--- config.mk ---
export PLATFORM = sky130hd
export DESIGN_NAME = rx_pkt_fifo
export DESIGN_NICKNAME = d
export VERILOG_FILES = /design/src/rtl/rx_pkt_fifo.sv
export SDC_FILE = /design/constraint.sdc
export NUM_CORES = 1
export LEC_CHECK = 0
export ABC_CLOCK_PERIOD_IN_PS = 9300
export BUFFER_PORTS_ARGS = -buffer_cell sky130_fd_sc_hd__buf_4
export CORE_MARGIN = 2
export CORE_UTILIZATION = 39
export CTS_BUF_LIST = sky130_fd_sc_hd__clkbuf_4
export DETAILED_ROUTE_END_ITERATION = 7
export GPL_TIMING_DRIVEN = 0
export PLACE_DENSITY_LB_ADDON = 0.25
export SLEW_MARGIN = 20
export SYNTH_ARGS = -nofsm -noshare
export SYNTH_HDL_FRONTEND = slang
export SYNTH_SLANG_ARGS = --single-unit
--- constraint.sdc ---
create_clock -name busClk -period 9.3 [get_ports busClk]
set_input_delay 1.86 -clock busClk [delete_from_list [all_inputs] [get_ports busClk]]
set_output_delay 1.86 -clock busClk [all_outputs]
set_load 0.01 [all_outputs]
--- src/rtl/rx_pkt_fifo.sv ---
// Single-clock USB RX FIFO with packet-level commit/discard and a small
// register-mapped bus slave for popping data, status, occupancy and control.
module rx_pkt_fifo #(
    parameter int DATA_WIDTH = 8,
    parameter int FIFO_DEPTH = 64,
    parameter int ADDR_WIDTH = 6
) (
    input  logic                  busClk,
    input  logic                  rstSyncToBusClk,
    input  logic                  fifoWEn,
    input  logic [DATA_WIDTH-1:0] fifoDataIn,
    input  logic                  pktCommit,
    input  logic                  pktDiscard,
    output logic                  fifoFull,
    output logic                  fifoAlmostFull,
    input  logic [2:0]            busAddress,
    input  logic                  busWriteEn,
    input  logic                  busStrobe_i,
    input  logic                  busFifoSelect,
    input  logic [DATA_WIDTH-1:0] busDataIn,
    output logic [DATA_WIDTH-1:0] busDataOut
);

    localparam int               PTR_W     = ADDR_WIDTH + 1;
    localparam logic [PTR_W-1:0] PTR_ONE   = PTR_W'(1);
    localparam logic [PTR_W-1:0] PTR_DEPTH = PTR_W'(FIFO_DEPTH);

    logic [DATA_WIDTH-1:0] r_mem [FIFO_DEPTH];
    logic [PTR_W-1:0]      r_rdPtr;
    logic [PTR_W-1:0]      r_cmtPtr;
    logic [PTR_W-1:0]      r_wrPtr;
    logic [PTR_W-1:0]      r_threshold;
    logic                  r_pktBad;
    logic                  r_overflow;
    logic                  r_full;
    logic                  r_almostFull;
    logic [DATA_WIDTH-1:0] r_busDataOut;

    logic                  w_acc;
    logic                  w_busRead;
    logic                  w_busWrite;
    logic                  w_forceEmpty;
    logic                  w_clearOverflow;
    logic                  w_thresholdWrite;
    logic [PTR_W-1:0]      w_committed;
    logic                  w_empty;
    logic                  w_wrAccept;
    logic                  w_drop;
    logic                  w_pop;
    logic [15:0]           w_count16;
    logic [DATA_WIDTH-1:0] w_readData;
    logic [PTR_W-1:0]      w_wrAfter;
    logic [PTR_W-1:0]      w_rdPtrNext;
    logic [PTR_W-1:0]      w_cmtPtrNext;
    logic [PTR_W-1:0]      w_wrPtrNext;
    logic [PTR_W-1:0]      w_thresholdNext;
    logic                  w_pktBadNext;
    logic                  w_overflowNext;
    logic [PTR_W-1:0]      w_committedNext;
    logic [PTR_W-1:0]      w_usedNext;

    assign w_acc            = busStrobe_i & busFifoSelect;
    assign w_busRead        = w_acc & ~busWriteEn;
    assign w_busWrite       = w_acc & busWriteEn;
    assign w_forceEmpty     = w_busWrite & (busAddress == 3'd4) & busDataIn[0];
    assign w_clearOverflow  = w_busWrite & (busAddress == 3'd4) & busDataIn[1];
    assign w_thresholdWrite = w_busWrite & (busAddress == 3'd5);

    assign w_committed = r_cmtPtr - r_rdPtr;
    assign w_empty     = (w_committed == '0);
    assign w_wrAccept  = fifoWEn & ~r_full;
    assign w_drop      = fifoWEn & r_full;
    assign w_pop       = w_busRead & (busAddress == 3'd0) & ~w_empty;
    assign w_count16   = 16'(w_committed);

    always_comb begin
        w_readData = '0;
        case (busAddress)
            3'd0:    w_readData = w_empty ? '0 : r_mem[r_rdPtr[ADDR_WIDTH-1:0]];
            3'd1:    w_readData = DATA_WIDTH'({r_overflow, r_almostFull, r_full, w_empty});
            3'd2:    w_readData = DATA_WIDTH'(w_count16[15:8]);
            3'd3:    w_readData = DATA_WIDTH'(w_count16[7:0]);
            3'd5:    w_readData = DATA_WIDTH'(r_threshold);
            default: w_readData = '0;
        endcase
    end

    // A word dropped in the same cycle as a commit still spoils that packet.
    always_comb begin
        w_wrAfter      = r_wrPtr + (w_wrAccept ? PTR_ONE : '0);
        w_rdPtrNext    = r_rdPtr;
        w_cmtPtrNext   = r_cmtPtr;
        w_wrPtrNext    = r_wrPtr;
        w_pktBadNext   = r_pktBad;
        w_overflowNext = r_overflow;
        if (w_forceEmpty) begin
            w_rdPtrNext    = '0;
            w_cmtPtrNext   = '0;
            w_wrPtrNext    = '0;
            w_pktBadNext   = 1'b0;
            w_overflowNext = 1'b0;
        end else begin
            w_rdPtrNext  = r_rdPtr + (w_pop ? PTR_ONE : '0);
            w_wrPtrNext  = w_wrAfter;
            w_pktBadNext = r_pktBad | w_drop;
            if (w_clearOverflow) begin
                w_overflowNext = 1'b0;
            end
            if (pktDiscard) begin
                w_wrPtrNext  = r_cmtPtr;
                w_pktBadNext = 1'b0;
            end else if (pktCommit) begin
                if (r_pktBad | w_drop) begin
                    w_wrPtrNext    = r_cmtPtr;
                    w_pktBadNext   = 1'b0;
                    w_overflowNext = 1'b1;
                end else begin
                    w_cmtPtrNext = w_wrAfter;
                end
            end
        end
    end

    assign w_thresholdNext = w_thresholdWrite ? PTR_W'(busDataIn) : r_threshold;
    assign w_committedNext = w_cmtPtrNext - w_rdPtrNext;
    assign w_usedNext      = w_wrPtrNext - w_rdPtrNext;

    always_ff @(posedge busClk) begin
        if (w_wrAccept && !w_forceEmpty) begin
            r_mem[r_wrPtr[ADDR_WIDTH-1:0]] <= fifoDataIn;
        end
    end

    always_ff @(posedge busClk) begin
        if (rstSyncToBusClk) begin
            r_rdPtr      <= '0;
            r_cmtPtr     <= '0;
            r_wrPtr      <= '0;
            r_pktBad     <= 1'b0;
            r_overflow   <= 1'b0;
            r_threshold  <= PTR_W'(FIFO_DEPTH - 1);
            r_full       <= 1'b0;
            r_almostFull <= 1'b0;
            r_busDataOut <= '0;
        end else begin
            r_rdPtr      <= w_rdPtrNext;
            r_cmtPtr     <= w_cmtPtrNext;
            r_wrPtr      <= w_wrPtrNext;
            r_pktBad     <= w_pktBadNext;
            r_overflow   <= w_overflowNext;
            r_threshold  <= w_thresholdNext;
            r_full       <= (w_usedNext == PTR_DEPTH);
            r_almostFull <= (w_committedNext >= w_thresholdNext);
            if (w_busRead) begin
                r_busDataOut <= w_readData;
            end
        end
    end

    assign fifoFull       = r_full;
    assign fifoAlmostFull = r_almostFull;
    assign busDataOut     = r_busDataOut;

endmodule

---- Yosys cells after proc, flatten, opt, wreduce, memory -nomap -nowiden ----
Memory sizes are Yosys's and may differ from the RTL's. A register that Yosys moved wholly into a read port is not among the register bits.
Cells that the tools add are included.
operators by class
  equality and inequality tests ........... 5
  muxes and demuxes ....................... 20
  reductions and logical operators ........ 6
  bitwise operators ....................... 15
  $lt $le $gt $ge ......................... 1
  add/sub/neg operators ................... 5
operators with widths
  kind                                                 count
  two-way mux 7 bit                                    9
  one-hot mux 8 bit (4 select lines)                   1
  subtractor 7 bit                                     3
  adder 7 x 1 -> 7 bit                                 2
  bitwise AND 1 bit                                    11
  two-way mux 1 bit                                    8
  two-way mux 8 bit                                    1
  equality test 7 bit, second input constant           1
  >= comparator 7 bit                                  1
  logical NOT 7 bit                                    1
  equality test 3 bit, second input constant           2
  two-way mux 6 bit                                    1
  OR reduction 4 bit                                   1
  equality test 3 x 1 -> 1 bit, second input constant  1
  equality test 3 x 2 -> 1 bit, second input constant  1
  logical NOT 3 bit                                    1
  NOT 1 bit                                            3
  OR reduction 2 bit                                   1
  logical AND 1 bit                                    1
  logical NOT 1 bit                                    1
  OR 1 bit                                             1
word-level totals
  output and inout port bits .............. 10
  memories ................................ 1
  bits in registers ....................... 40
  RAM bits ................................ 512
  word-level logic and storage cells ...... 62
  input bits .............................. 27
memories
  memory  words  bits a word  read ports  clocked after Yosys merged registers in  write ports  RTL line  RTL
  r_mem   64     8            1           1                                        1            28        logic [DATA_WIDTH-1:0] r_mem [FIFO_DEPTH];

---- Depth between registers and ports, before layout ----
  word-level depth ........................ 10
  gate-level depth with buffers ........... 23
  mapped depth without buffers ............ 23

---- Worst setup path after synthesis ----
OpenSTA, ideal clock, no wires.
  path type ............................... input -> register
  start point ............................. input fifoWEn
  end point ............................... register r_almostFull (netlist: fifoAlmostFull)
  arrival time ............................ 4.626 ns
  required time ........................... 9.168 ns
  library setup time ...................... 0.132 ns
  path slack .............................. 4.542 ns
  path buffers ............................ 1
  stages on the path ...................... 15
  cells stage by stage .................... a21o_1 > nor3b_1 > clkbuf_1 > mux2i_1 > or2_2 > ha_1 > fa_1 > inv_1 > ha_1 > a21o_1 > a21o_1 > a21oi_1 > nor2b_1 > o21ai_0 > a211oi_1
on the way
  word-level cells in the longest chain between the ends .. 9
  elaborated cells between the ends (all ways) .. 11
  those cells by class .................... add/sub: 2; order compare: 1; mux: 5; bitwise: 3
ends and longest elaborated chain
  element                RTL line  RTL
  start, declared        10        input logic fifoWEn,
  bitwise AND 1 bit      71        assign w_wrAccept = fifoWEn & ~r_full;
  two-way mux 1 bit      90        w_wrAfter = r_wrPtr + (w_wrAccept ? PTR_ONE : '0);
  adder 7 x 1 -> 7 bit   90
  two-way mux 7 bit *    113       if (r_pktBad | w_drop) begin
  two-way mux 7 bit *    112       end else if (pktCommit) begin
  two-way mux 7 bit *    109       if (pktDiscard) begin
  two-way mux 7 bit *    96        if (w_forceEmpty) begin
  subtractor 7 bit *     125       assign w_committedNext = w_cmtPtrNext - w_rdPtrNext;
  >= comparator 7 bit *  153       r_almostFull <= (w_committedNext >= w_thresholdNext);
  end signal, assigned   153
  end, declared          36        logic r_almostFull;
Mark *: on every way between the ends. The rest lies on a longest branch, timed or not.
A chain may end at the register's enable or synchronous reset.

---- Final worst setup path ----
  start point ............................. register r_rdPtr[1]
  end point ............................... register r_almostFull (netlist: fifoAlmostFull)
on the way
  word-level cells in the longest chain between the ends .. 9
ends and longest elaborated chain
  element                 RTL line  RTL
  start, declared         29        logic [PTR_W-1:0] r_rdPtr;
  start signal, assigned  146       r_rdPtr <= w_rdPtrNext;
  subtractor 7 bit        69        assign w_committed = r_cmtPtr - r_rdPtr;
  logical NOT 7 bit       70        assign w_empty = (w_committed == '0);
  NOT 1 bit               73        assign w_pop = w_busRead & (busAddress == 3'd0) & ~w_empty;
  bitwise AND 1 bit       73
  two-way mux 1 bit       103       w_rdPtrNext = r_rdPtr + (w_pop ? PTR_ONE : '0);
  adder 7 x 1 -> 7 bit *  103
  two-way mux 7 bit *     96
  subtractor 7 bit *      125
  >= comparator 7 bit *   153
Marked as above.

==> results.cfg <==
[worst_setup_path]
r2r_start = r_rdPtr[1]$_SDFF_PP0_
crit_start = r_rdPtr[1]$_SDFF_PP0_
worstSetupPathType = register to register
reg2reg_slack_ns = 3.65
r2r_cells = 23
setup.worst_path.start_class = register
crit_path_end_kind = register
endpoint = fifoAlmostFull$_SDFF_PP0_
cp_max_fo = 10
cp.arrival_ns = 6.44
rr_endpoint = fifoAlmostFull$_SDFF_PP0_
crit_required_ns = 10.09

[worst_hold_path]
min_path_type = register to register

[timing]
period_needed_ns = 5.653
period_share_pct = 60.79
fin_worst_skew_ns = 0.06558
rsz0062_at_grt = false
tns_ns = 0
fmax_mhz = 176.9
setup_viol = 0
finalHoldViolations = 0
relSlewSlack_pct = 26.92
worstMarginPinSlew_ns = 1.092
slew_viol_final = 0
layout_setup_ws_ns = 3.647

[clock_network]
cts_hold_buf = 0
clock-sinks = 552
clk_path_buf_depth = 3
cts.htree.levels = 4
ctsResizeCount = 0
clk_pin_slew_worst_paths_ns = 0.06
numCtsBuffers = 147
clkLatencyLatePin_ns = 0.96
post_cts_buffers = 0
clockRootBuffer = clkbuf_4
cts_tree = done

[synth]
synthTopCellsByArea = edfxtp_1 69%, mux4_2 13%, dfxtp_1 3.6%
avgSynthCellArea_um2 = 18.47
syn_area_um2 = 22350
synth.net_count = 1270
synth_cells = 1210
yosys-top-cells-count = 512 x edfxtp_1, 126 x mux4_2, 106 x nor2_1
ys_ff_latch = 552
synthFlopType = edfxtp_1
ys_async_sr_fraction_pct = 0
yosysWarnings = 0
synth_enable_flop_cells = 512
synth.most_common_cell = edfxtp_1
synth_top_area_share_pct = 68.80
synth_top_area_cell = edfxtp_1
yosysSeqAreaShare_pct = 72.38
ys_types = 55

[drt]
post_drt_wl_per_cell_um = 24.91
ant_nets = 0
dr.pass1.iters = 5
drt_iter0_markers = 1434
drc = 0
wl_um = 56040
vias = 12250
viasPerCell = 5.442

[run_status]
outcome = completed

[layout]
fin_util_pct = 45.02
n_fill_cell = 4899
post_route_cells_drive_above_1_share_pct = 28.48
fin_nets = 1454
area_delta_synth_final_pct = 13.81
fin_cells = 2250

[placed_design]
dp_hpwl_um = 36010
placedCellCount = 2001
post-place-ws_ns = 3.657
gp_congestion = 0.8606
port_buffers = 35

[global_route]
grt_usage_pct = 19.45
antenna_found_initial = 2
grt_pass1_vias = 12920
grt_max_degree = 65
grt_overflow = 0
grt_pass1_wl_um = 82910

[pwr]
p_clk_share_pct = 42.2
leakagePower_nw = 8.112
p_seq_share_pct = 54.0
power.switching_mw = 1.116
combPwrFrac_pct = 3.8
power_density_nw_per_um2 = 199.1
intPower_mw = 3.947
ir_worst_vdd_mv = 0.1018
power_switching_share_pct = 22.04

[die]
dieHeight_um = 243.4
die-area_um2 = 59230
ios = 37
die_x_um = 243.4
rows = 87
core_um2 = 56500
start_util_pct = 39.56

[flow_run]
drv_cap = 0
## how the worst min path moves through the flow
stage                               startpoint                    endpoint  depth (start not counted)
global route        busDataOut[7]$_SDFFE_PP0P_  busDataOut[7]$_SDFFE_PP0P_                          2
global placement    busDataOut[7]$_SDFFE_PP0P_  busDataOut[7]$_SDFFE_PP0P_                          2
finish              busDataOut[7]$_SDFFE_PP0P_  busDataOut[7]$_SDFFE_PP0P_                          2
detailed placement  busDataOut[7]$_SDFFE_PP0P_  busDataOut[7]$_SDFFE_PP0P_                          2
floorplan                r_overflow$_SDFF_PP0_       r_overflow$_SDFF_PP0_                          2
CTS                 busDataOut[7]$_SDFFE_PP0P_  busDataOut[7]$_SDFFE_PP0P_                          2
## layout make-up
class | count | area (um^2) | share of cell area [%]
multi-input combinational | 588 | 5863 | 23.05
antenna | 5 | 12.51 | 0.04919
clock buffer | 212 | 1592 | 6.257
clock inverter | 32 | 269.0 | 1.058
sequential | 552 | 16180 | 63.60
inverter | 13 | 48.80 | 0.1919
buffer | 57 | 265.3 | 1.043
tap | 756 | 945.9 | 3.719
timing repair buffer | 35 | 262.8 | 1.033
## kinds of logic (layout without fill, tap and decap cells)
| kind of cell | after synthesis | count (layout) | synth area share (%) |
|---|---|---|---|
| AOI/OAI and AO/OA | 154 | 154 | 4.479 |
| xor gates and xnor gates | 21 | 21 | 0.8230 |
| adders and majority gates | 33 | 33 | 1.915 |
| buffers and inverters | 70 | 349 | 1.405 |
| DFF | 552 | 552 | 72.38 |
| muxes | 147 | 147 | 14.01 |
| other | 0 | 5 | 0 |
| and+or+nand+nor | 233 | 233 | 4.989 |
## critical path, cell delays in order (launching register included)
cell	delay, ns
dfxtp_1	0.34
buf_2	0.26
buf_2	0.39
inv_1	0.29
fa_1	0.52
a21oi_1	0.24
o21ai_0	0.13
a21oi_1	0.21
nor2_1	0.05
and4_1	0.23
nor3_1	0.35
ha_1	0.30
nand3_1	0.14
xnor2_1	0.28
nand2_1	0.17
ha_1	0.37
a21oi_1	0.12
o21ai_0	0.16
a21o_1	0.21
a21oi_1	0.17
xnor2_1	0.14
ha_1	0.25
nor2_1	0.12
a211oi_1	0.06
## registers in the layout, summed over array words and instances, names as in the netlist
name            count
r_threshold         7
r_cmtPtr            7
r_rdPtr             7
r_overflow          1
busDataOut          8
fifoFull            1
r_pktBad            1
r_mem             512
fifoAlmostFull      1
r_wrPtr             7
## power groups by stage
stage	Combinational (mW)	Clock, mW	Sequential (mW)
2_1_floorplan	0.104	0	2.78
3_3_place_gp	0.190	0	2.79
3_5_place_dp	0.195	0	2.79
4_1_cts	0.196	2.19	2.73
5_1_grt	0.215	2.33	2.73
6_report	0.194	2.14	2.73
## per-stage QoR
step	total power, mW	hold WS [ns]	instance area [um^2]
after floorplan	2.889	0.4644	22350
after global placement	2.976	0.4504	23560
after detailed placement	2.981	0.4519	23560
after CTS	5.121	0.4761	25420
after global routing	5.273	0.4966	25430
final	5.063	0.4649	25430
## layout by cell type, fill, tap and decap left out, types with 7 or more instances in the layout
| master | instances |
|---|---|
| clkbuf_4 | 212 |
| o21ai_0 | 17 |
| a21o_1 | 7 |
| nor2_1 | 104 |
| nand2_1 | 41 |
| buf_2 | 17 |
| ha_1 | 31 |
| mux4_2 | 126 |
| xor2_1 | 9 |
| edfxtp_1 | 512 |
| buf_4 | 39 |
| mux2i_1 | 15 |
| nor2b_1 | 21 |
| a22oi_1 | 57 |
| nand2b_1 | 11 |
| nor3_1 | 7 |
| o21ai_1 | 7 |
| nor4_1 | 7 |
| dfxtp_1 | 40 |
| a211oi_1 | 9 |
| clkinv_1 | 19 |
| clkbuf_1 | 29 |
| nand3_1 | 9 |
| xnor2_1 | 12 |
| a21oi_1 | 40 |
| inv_1 | 11 |
## metal layers
metal,vias up,wire length [um],GRT usage [%]
met1,6252,23740,25.59
met2,499,26850,30.62
met3,101,3846,5.254
met4,0,1604,8.138
li1,5393,-,-
met5,-,0,0
No activity file was read; power rests on OpenSTA's default activity.
